[src/rtl/reg_write_buffer.sv]
// Write-side driver for the register file write port.
// Buffers writeback results in a small FIFO, drains at most one per clock into registered
// writereg/writedata/RegWrite outputs, and exports a busy mask of registers with pending writes.
// Optional feature: define WB_COALESCE_EN to merge a write into the tail entry when it targets
// the same register.
`timescale 1ns/1ps
module reg_write_buffer #(
  parameter int unsigned DEPTH = 4,
  parameter int unsigned AW    = 5,
  parameter int unsigned DW    = 32
) (
  input  logic                    clk,
  input  logic                    rst,
  input  logic                    in_valid,
  output logic                    in_ready,
  input  logic [AW-1:0]           in_reg,
  input  logic [DW-1:0]           in_data,
  input  logic                    wb_hold,
  output logic [AW-1:0]           writereg,
  output logic [DW-1:0]           writedata,
  output logic                    RegWrite,
  output logic [2**AW-1:0]        busy_mask,
  output logic [$clog2(DEPTH):0]  count
);

  localparam int unsigned PW = $clog2(DEPTH);
  localparam int unsigned CW = PW + 1;
  localparam logic [CW-1:0] Full = CW'(DEPTH);

  logic [AW-1:0] reg_q  [DEPTH];
  logic [DW-1:0] data_q [DEPTH];
  logic [PW-1:0] wr_ptr_q, rd_ptr_q;
  logic [CW-1:0] count_q, count_d;
  logic [AW-1:0] writereg_q;
  logic [DW-1:0] writedata_q;
  logic          regwrite_q;

  logic          pop, push, accept, not_full;
  logic [PW-1:0] offset;
  logic [2**AW-1:0] busy;

`ifdef WB_COALESCE_EN
  logic [PW-1:0] tail_ptr;
  logic          coal_hit;
`endif

  // Handshake, push/pop decisions and next occupancy.
  always_comb begin
    pop      = (count_q != '0) && !wb_hold;
    not_full = (count_q < Full);
`ifdef WB_COALESCE_EN
    tail_ptr = wr_ptr_q - PW'(1);
    // A head entry leaving this edge cannot absorb the new write.
    coal_hit = (count_q != '0) && (in_reg != '0) && (reg_q[tail_ptr] == in_reg) &&
               !((count_q == CW'(1)) && pop);
    in_ready = not_full | coal_hit;
    accept   = in_valid & in_ready;
    push     = accept & (in_reg != '0) & !coal_hit;
`else
    in_ready = not_full;
    accept   = in_valid & in_ready;
    push     = accept & (in_reg != '0);
`endif
    count_d  = count_q + CW'(push) - CW'(pop);
  end

  // FIFO storage, pointers and the registered write-port stage.
  always_ff @(posedge clk or posedge rst) begin
    if (rst) begin
      for (int unsigned i = 0; i < DEPTH; i++) begin
        reg_q[i]  <= '0;
        data_q[i] <= '0;
      end
      wr_ptr_q    <= '0;
      rd_ptr_q    <= '0;
      count_q     <= '0;
      writereg_q  <= '0;
      writedata_q <= '0;
      regwrite_q  <= 1'b0;
    end else begin
      if (push) begin
        reg_q[wr_ptr_q]  <= in_reg;
        data_q[wr_ptr_q] <= in_data;
        wr_ptr_q         <= wr_ptr_q + PW'(1);
      end
`ifdef WB_COALESCE_EN
      else if (accept && coal_hit) begin
        data_q[tail_ptr] <= in_data;
      end
`endif
      if (pop) begin
        writereg_q  <= reg_q[rd_ptr_q];
        writedata_q <= data_q[rd_ptr_q];
        rd_ptr_q    <= rd_ptr_q + PW'(1);
      end
      regwrite_q <= pop;
      count_q    <= count_d;
    end
  end

  // Busy mask: every live FIFO entry plus the write currently presented to the register file.
  always_comb begin
    busy   = '0;
    offset = '0;
    for (int unsigned i = 0; i < DEPTH; i++) begin
      offset = PW'(i) - rd_ptr_q;
      if ({1'b0, offset} < count_q) begin
        busy[reg_q[i]] = 1'b1;
      end
    end
    if (regwrite_q) begin
      busy[writereg_q] = 1'b1;
    end
  end

  assign busy_mask = busy;
  assign writereg  = writereg_q;
  assign writedata = writedata_q;
  assign RegWrite  = regwrite_q;
  assign count     = count_q;

endmodule
[config.mk]
export PLATFORM = sky130hd
export DESIGN_NAME = reg_write_buffer
export DESIGN_NICKNAME = d
export VERILOG_FILES = /design/src/rtl/reg_write_buffer.sv
export SDC_FILE = /design/constraint.sdc
export NUM_CORES = 1
export LEC_CHECK = 0
export BUFFER_PORTS_ARGS = -buffer_cell sky130_fd_sc_hd__buf_2
export CAP_MARGIN = 20
export CORE_ASPECT_RATIO = 1.1
export CORE_MARGIN = 2
export CORE_UTILIZATION = 39
export DETAILED_ROUTE_END_ITERATION = 16
export PLACE_DENSITY = 0.59
export SYNTH_ARGS = -nofsm -noshare
export SYNTH_HDL_FRONTEND = slang
export SYNTH_SLANG_ARGS = --single-unit
export TNS_END_PERCENT = 50
[constraint.sdc]
create_clock -name clk -period 6.7 [get_ports clk]
set_input_delay 1.005 -clock clk [delete_from_list [all_inputs] [get_ports clk]]
set_output_delay 1.005 -clock clk [all_outputs]
set_load 0.005 [all_outputs]
==> impl_metrics.env, run 1 <==
export IMPL_die_height_um=176
export IMPL_floorplan_io_pins=115
export IMPL_power_share_of_the_combinational_group_pct=46.3
export IMPL_postRouteAntennaNets=0
export IMPL_detailedRoute_firstPassIterationCount=5
export IMPL_clk_buf_depth=2
export IMPL_htree_num_levels=4
export IMPL_routed_vias=6806
export IMPL_design_core_area_um2=26200
export IMPL_rr_startpoint="count[2]"
export IMPL_synth_area_um2=10400
export IMPL_place_hpwl_mm=16.9
export IMPL_rsz0062_at_grt="no"
export IMPL_floorplan_die_area_um2=28100
export IMPL_final_core_util_pct=44.9
export IMPL_criticalPathCategory="flop to output port"
export IMPL_routedWlPerCell_um=20.3
export IMPL_netlist_top_cells_area="sky130_fd_sc_hd__dfrtp_1 (46%), sky130_fd_sc_hd__mux2_4 (17%), sky130_fd_sc_hd__mux4_2 (8.0%)"
export IMPL_yosysSeqAreaShare_pct=46.3
export IMPL_min_period_over_period_pct=66.2
export IMPL_grt_pass1_vias=7100
export IMPL_critical_path_startpoint="rd_ptr_q[0]"
export IMPL_synth_seq_cells=193
export IMPL_groute_usage_overall_pct=18.4
export IMPL_grt_pass1_wl_mm=40.1
export IMPL_ys_types=33
export IMPL_maxClockFrequency_ghz=0.225
export IMPL_grt_overflow_total=0
export IMPL_tritoncts="built"
export IMPL_switching_share_pct=35.9
export IMPL_endpoint_kind="output port"
export IMPL_vdd_ir_drop_max_mv=0.199
export IMPL_worst_endpoint_required_ps=5690
export IMPL_relSlewSlack_pct=33.9
export IMPL_netsw_mw=2.24
export IMPL_layout_cell_area_non_filler_um2=11800
export IMPL_syn_instance_count=789
export IMPL_fin_setup_tns_ps=0
export IMPL_clock_sinks=193
export IMPL_synthDominantAreaCellType="sky130_fd_sc_hd__dfrtp_1"
export IMPL_wirelength_mm=25.3
export IMPL_grt_start_max_net_pins=137
export IMPL_worstSetupStartpointType="flop"
export IMPL_floorplan_initialDensity_pct=39.8
export IMPL_syn_nets=841
export IMPL_clk_transition_reported_paths_ps=70
export IMPL_tightestPinTransition_ps=989
export IMPL_core_rowCount=62
export IMPL_clk_latency_ps=430
export IMPL_critPathMaxFanout=22
export IMPL_finalHoldViolCount=0
export IMPL_finalWeightedCongestion=0.978
export IMPL_worstHoldPathCells=1
export IMPL_ctsRootBufferMaster="sky130_fd_sc_hd__clkbuf_16"
export IMPL_placement_cell_area_um2=11100
export IMPL_route_detailed_vias_per_inst=5.46
export IMPL_num_nets_final=932
export IMPL_route_detailed_drc=0
export IMPL_detail_route_iter0_violations=447
export IMPL_power_frac_clock_pct=17.2
export IMPL_p_leak_nw=5.50
export IMPL_cap_viol_max_count=0
export IMPL_rr_worst_depth=10
export IMPL_post_cts_hold_buffer_count=0
export IMPL_antenna_violations_before_repair=2
export IMPL_area_growth_syn_to_layout_pct=12.8
export IMPL_synthArstFlopShare_pct=100
export IMPL_cts_resized_gates=0
export IMPL_timing_hold_worst_class="flop to flop"
export IMPL_intPower_mw=4.00
export IMPL_setup_buffers_after_cts=0
export IMPL_post_layout_nonfiller_instances=1246
export IMPL_timing_final_setup_violations=0
export IMPL_hp_start="data_q[58]"
export IMPL_cts_buffers_inserted=17
export IMPL_final_period_minus_worst_setup_slack_ps=4440
export IMPL_proportion_of_power_drawn_by_flip_flops_and_latches_pct=36.5
export IMPL_synth_top_flop_cell="sky130_fd_sc_hd__dfrtp_1"
export IMPL_power_per_cell_area_nw_per_um2=530
export IMPL_synth_edff_count=0
export IMPL_final_layout_size_suffix_gt1_share_pct=44.3
export IMPL_chipWidth_um=160
export IMPL_io_buffers=114
export IMPL_run_status="finished, final reports clean"
export IMPL_layout_skew_ps=13.1
export IMPL_critical_path_arrival_ps=3430
export IMPL_timing_final_max_slew_violations=0
export IMPL_numPlacedInstances=1211
export IMPL_syn_mean_instance_area_um2=13.2
export IMPL_synth_yosys_warnings=0
export IMPL_post_synth_top_area_fraction_pct=46.3
## cells in the final DEF (no fill, tap or decap), types with 10 or more instances in the layout
| cell type | synthesis | routed |
|---|---|---|
| sky130_fd_sc_hd__dfrtp_1 | 193 | 191 |
| sky130_fd_sc_hd__mux2_4 | 120 | 120 |
| sky130_fd_sc_hd__buf_2 | 12 | 114 |
| sky130_fd_sc_hd__nor2_1 | 69 | 68 |
| sky130_fd_sc_hd__mux2_2 | 65 | 65 |
| sky130_fd_sc_hd__nand2_1 | 43 | 43 |
| sky130_fd_sc_hd__mux4_2 | 37 | 37 |
| sky130_fd_sc_hd__nand3_1 | 34 | 34 |
| sky130_fd_sc_hd__a22oi_1 | 32 | 32 |
| sky130_fd_sc_hd__a21oi_1 | 32 | 32 |
| sky130_fd_sc_hd__nor3_1 | 26 | 26 |
| sky130_fd_sc_hd__nand2b_1 | 17 | 17 |
| sky130_fd_sc_hd__clkbuf_16 | 0 | 17 |
| sky130_fd_sc_hd__inv_1 | 14 | 13 |
| sky130_fd_sc_hd__ha_1 | 10 | 10 |
## through the flow
stage          setup WS [ps]  power [mW]  hold slack (ps)
5_1_grt                 1950        6.63              516
2_1_floorplan            439        4.38              474
4_1_cts                 2080        6.26              504
3_3_place_gp            2520        5.10              483
3_5_place_dp            2560        5.16              488
6_report                2260        6.24              501
## per-layer routing
metal  global-route usage [%]  share of wire [%]  up-vias
li1                         -                  -     3036
met1                     24.8                 43     3453
met2                     28.8                 48      263
met3                     3.33                5.7       52
met4                     8.93                3.6        2
met5                        0              0.051        -
## logic make-up (layout without fill, tap and decap cells)
logic type | count (synthesis) | count (layout) | synth area share, %
AOI/OAI and AO/OA | 75 | 75 | 4.88
xor gates and xnor gates | 6 | 6 | 0.503
adders and majority gates | 11 | 11 | 1.39
buffers and inverters | 66 | 170 | 4.46
DFF | 193 | 193 | 46.3
muxes | 222 | 222 | 32.3
other | 0 | 1 | 0
and+or+nand+nor | 216 | 216 | 10.2
## flip-flops by register name, indices dropped and copies added (netlist names)
name       cells
RegWrite       1
writedata     32
data_q       128
count          3
writereg       5
wr_ptr_q       2
reg_q         20
rd_ptr_q       2
## worst paths after layout
path	end	slack, ps
max	busy_mask[7]	2260
min	data_q[58]	500
max reg2reg	count[2]	3760
min reg2reg	data_q[58]	500
max in group asynchronous	data_q[56]	4610
min in group asynchronous	writedata[12]	780
## layout make-up
class	instances	area, µm²
Timing Repair Buffer	124	657
Multi-Input combinational cell	530	5150
Inverter	14	60.1
Clock buffer	19	453
Antenna cell	1	2.50
Clock inverter	13	176
Tap cell	352	440
Fill cell	2472	14400
Sequential cell	193	4830
## worst max-delay path: stages, from the launching register on
cell and delay (ps):
sky130_fd_sc_hd__dfrtp_2 860, sky130_fd_sc_hd__xnor2_1 220, sky130_fd_sc_hd__inv_1 70, sky130_fd_sc_hd__ha_1 260, sky130_fd_sc_hd__nor2b_1 160, sky130_fd_sc_hd__a211oi_2 860, sky130_fd_sc_hd__nand2_1 260, sky130_fd_sc_hd__nand3_1 190
sky130_fd_sc_hd__buf_2 130
## synth_stat cells, drive strengths merged (5+ instances only)
| master | instances |
|---|---|
| ha | 10 |
| clkbuf | 24 |
| dfrtp | 193 |
| nand2b | 17 |
| a22oi | 32 |
| buf | 28 |
| nand3b | 5 |
| xnor2 | 5 |
| nand3 | 34 |
| nor2b | 7 |
| nor3 | 26 |
| nand2 | 47 |
| mux4 | 37 |
| inv | 14 |
| a211oi | 7 |
| nor2 | 69 |
| a21oi | 32 |
| mux2 | 185 |
## power by group through the flow
stage	clock, mW	combinational (mW)	sequential (mW)
after floorplan	0	2.35	2.03
after global placement	0	2.82	2.28
after detailed placement	0	2.87	2.29
after CTS	1.10	2.87	2.28
after global routing	1.15	3.10	2.38
final	1.07	2.89	2.28
Power figures use the tool's default switching activity.
==> inputs of run 2 (changes only) <==
--- a/config.mk
+++ b/config.mk
@@ -11,7 +11,7 @@
 export CORE_MARGIN = 2
 export CORE_UTILIZATION = 39
 export DETAILED_ROUTE_END_ITERATION = 16
-export PLACE_DENSITY = 0.59
+export PLACE_DENSITY = 0.61
 export SYNTH_ARGS = -nofsm -noshare
 export SYNTH_HDL_FRONTEND = slang
 export SYNTH_SLANG_ARGS = --single-unit
==> constraint.sdc (replaced) <==
create_clock -name clk -period 3.61 [get_ports clk]
set_input_delay 0.5415 -clock clk [delete_from_list [all_inputs] [get_ports clk]]
set_output_delay 0.5415 -clock clk [all_outputs]
set_load 0.005 [all_outputs]
==> run 2 against run 1 <==
Utilization is 0.20 points higher. Worst hold slack lost 230 ps. Wire length is 1.5% higher.
==> impl_metrics.env, run 2 (synthesis results as in run 1) <==
export IMPL_power_frac_clock_pct=16.6
export IMPL_clk_transition_reported_paths_ps=70
export IMPL_switching_share_pct=36.5
export IMPL_timing_final_setup_violations=0
export IMPL_run_status="finished, final reports clean"
export IMPL_fin_setup_tns_ps=0
export IMPL_die_height_um=176
export IMPL_post_layout_nonfiller_instances=1253
export IMPL_core_rowCount=62
export IMPL_netsw_mw=4.25
export IMPL_criticalPathCategory="flop to output port"
export IMPL_min_period_over_period_pct=87.8
export IMPL_routed_vias=6777
export IMPL_timing_hold_worst_class="primary input to async pin"
export IMPL_layout_common_cells="sky130_fd_sc_hd__dfrtp_1 (191), sky130_fd_sc_hd__mux2_4 (120), sky130_fd_sc_hd__buf_2 (114)"
export IMPL_proportion_of_power_drawn_by_flip_flops_and_latches_pct=36.4
export IMPL_layout_skew_ps=12.0
export IMPL_io_buffers=114
export IMPL_clk_buf_depth=2
export IMPL_route_detailed_drc=0
export IMPL_area_growth_syn_to_layout_pct=13.3
export IMPL_power_share_of_the_combinational_group_pct=47.0
export IMPL_holdWs_ps=270
export IMPL_wirelength_mm=25.7
export IMPL_antenna_violations_before_repair=2
export IMPL_largest_register="data_q"
export IMPL_tightestPinTransition_ps=848
export IMPL_postRouteAntennaNets=0
export IMPL_floorplan_io_pins=115
export IMPL_worstSetupStartpointType="flop"
export IMPL_vdd_ir_drop_max_mv=0.448
export IMPL_cap_viol_max_count=0
export IMPL_final_core_util_pct=45.1
export IMPL_placement_cell_area_um2=11200
export IMPL_p_leak_nw=5.53
export IMPL_grt_pass1_wl_mm=41.8
export IMPL_ctsRootBufferMaster="sky130_fd_sc_hd__clkbuf_16"
export IMPL_final_layout_size_suffix_gt1_share_pct=44.7
export IMPL_dp_slack_ps=936
export IMPL_groute_usage_overall_pct=19.1
export IMPL_critical_path_arrival_ps=2630
export IMPL_setup_buffers_after_cts=0
export IMPL_numPlacedInstances=1221
export IMPL_power_total_mw=11.7
export IMPL_rsz0062_at_grt="no"
export IMPL_tritoncts="built"
export IMPL_routedWlPerCell_um=20.5
export IMPL_place_hpwl_mm=16.6
export IMPL_critPathMaxFanout=16
export IMPL_layout_cell_area_non_filler_um2=11800
export IMPL_grt_overflow_total=0
export IMPL_floorplan_die_area_um2=28100
export IMPL_nFillCells=2467
export IMPL_route_detailed_vias_per_inst=5.41
export IMPL_layout_cells_most_common="sky130_fd_sc_hd__dfrtp_1"
export IMPL_cts_resized_gates=0
export IMPL_largest_register_ffs=128
export IMPL_grt_pass1_vias=7166
export IMPL_maxClockFrequency_ghz=0.315
export IMPL_finalWeightedCongestion=0.926
export IMPL_detailedRoute_firstPassIterationCount=5
export IMPL_detail_route_iter0_violations=619
export IMPL_timing_final_ws_setup_ps=440
export IMPL_final_period_minus_worst_setup_slack_ps=3170
export IMPL_timing_final_max_slew_violations=0
export IMPL_endpoint_kind="output port"
export IMPL_worst_endpoint_required_ps=3070
export IMPL_post_cts_hold_buffer_count=0
export IMPL_htree_num_levels=4
export IMPL_floorplan_initialDensity_pct=39.8
export IMPL_clock_sinks=193
export IMPL_power_per_cell_area_nw_per_um2=986
export IMPL_cts_buffers_inserted=17
export IMPL_relSlewSlack_pct=43.4
export IMPL_chipWidth_um=160
export IMPL_grt_start_max_net_pins=50
export IMPL_clk_latency_ps=440
export IMPL_intPower_mw=7.41
export IMPL_design_core_area_um2=26200
export IMPL_num_nets_final=940
export IMPL_finalHoldViolCount=0
[run 2: cell count changes in the layout (fill, tap and decap cells not counted)]
cell	change
sky130_fd_sc_hd__buf_12	+3
sky130_fd_sc_hd__clkbuf_1	+1
sky130_fd_sc_hd__clkbuf_8	-1
sky130_fd_sc_hd__clkinv_2	+2
sky130_fd_sc_hd__inv_8	-3
sky130_fd_sc_hd__inv_6	+2
sky130_fd_sc_hd__clkinv_4	-3
sky130_fd_sc_hd__buf_4	+8
sky130_fd_sc_hd__clkinvlp_4	+1
sky130_fd_sc_hd__buf_6	-3
[run 2: area by class of cell]
cell class	instances	area (µm²)	area share, %
antenna	1	2.50	0.0212
clock buffer	19	443	3.75
tap	352	440	3.73
inverter	14	56.3	0.476
sequential	193	4830	40.9
timing repair buffer	132	743	6.29
multi-input combinational	530	5150	43.6
clock inverter	12	155	1.31
[run 2: final timing paths]
check | from | endpoint | slack, ps | cells past startpoint
min in group clk | in_data[28] | data_q[124] | 380 | 2
worst min register to register | data_q[29] | data_q[29] | 500 | 1
max in group asynchronous | rst | data_q[54] | 2510 | 3
worst min-delay path | rst | data_q[61] | 270 | 2
worst max-delay path | rd_ptr_q[1] | busy_mask[25] | 440 | 9
worst max register to register | count[2] | count[2] | 1370 | 9
[run 2: power by group through the flow]
| stage | combinational, mW | clock (mW) | sequential, mW |
|---|---|---|---|
| 6_report | 5.48 | 1.93 | 4.25 |
| 5_1_grt | 5.91 | 2.07 | 4.41 |
| 4_1_cts | 5.50 | 1.99 | 4.23 |
| 3_5_place_dp | 5.49 | 0 | 4.24 |
| 3_3_place_gp | 5.42 | 0 | 4.22 |
| 2_1_floorplan | 4.36 | 0 | 3.76 |
[run 2: worst max-delay path, stage by stage (launching register included)]
cell and delay [ps]:
sky130_fd_sc_hd__dfrtp_2 630, sky130_fd_sc_hd__xnor2_1 190, sky130_fd_sc_hd__inv_1 70, sky130_fd_sc_hd__ha_1 260
sky130_fd_sc_hd__nor2b_1 240, sky130_fd_sc_hd__a211oi_2 110, sky130_fd_sc_hd__buf_4 220, sky130_fd_sc_hd__a22oi_1 220
sky130_fd_sc_hd__nand3_1 120, sky130_fd_sc_hd__buf_2 140
[run 2: layer usage]
layer  track usage (%)  part of all wire (%)  vias to the layer above  wire [µm]
li1                  -                     -                     3055          -
met2              29.9                    47                      289      12000
met4              7.28                   2.5                        2        635
met5                 0                 0.051                        -         13
met3              4.30                   7.4                       48       1910
met1              25.9                    43                     3383      11100
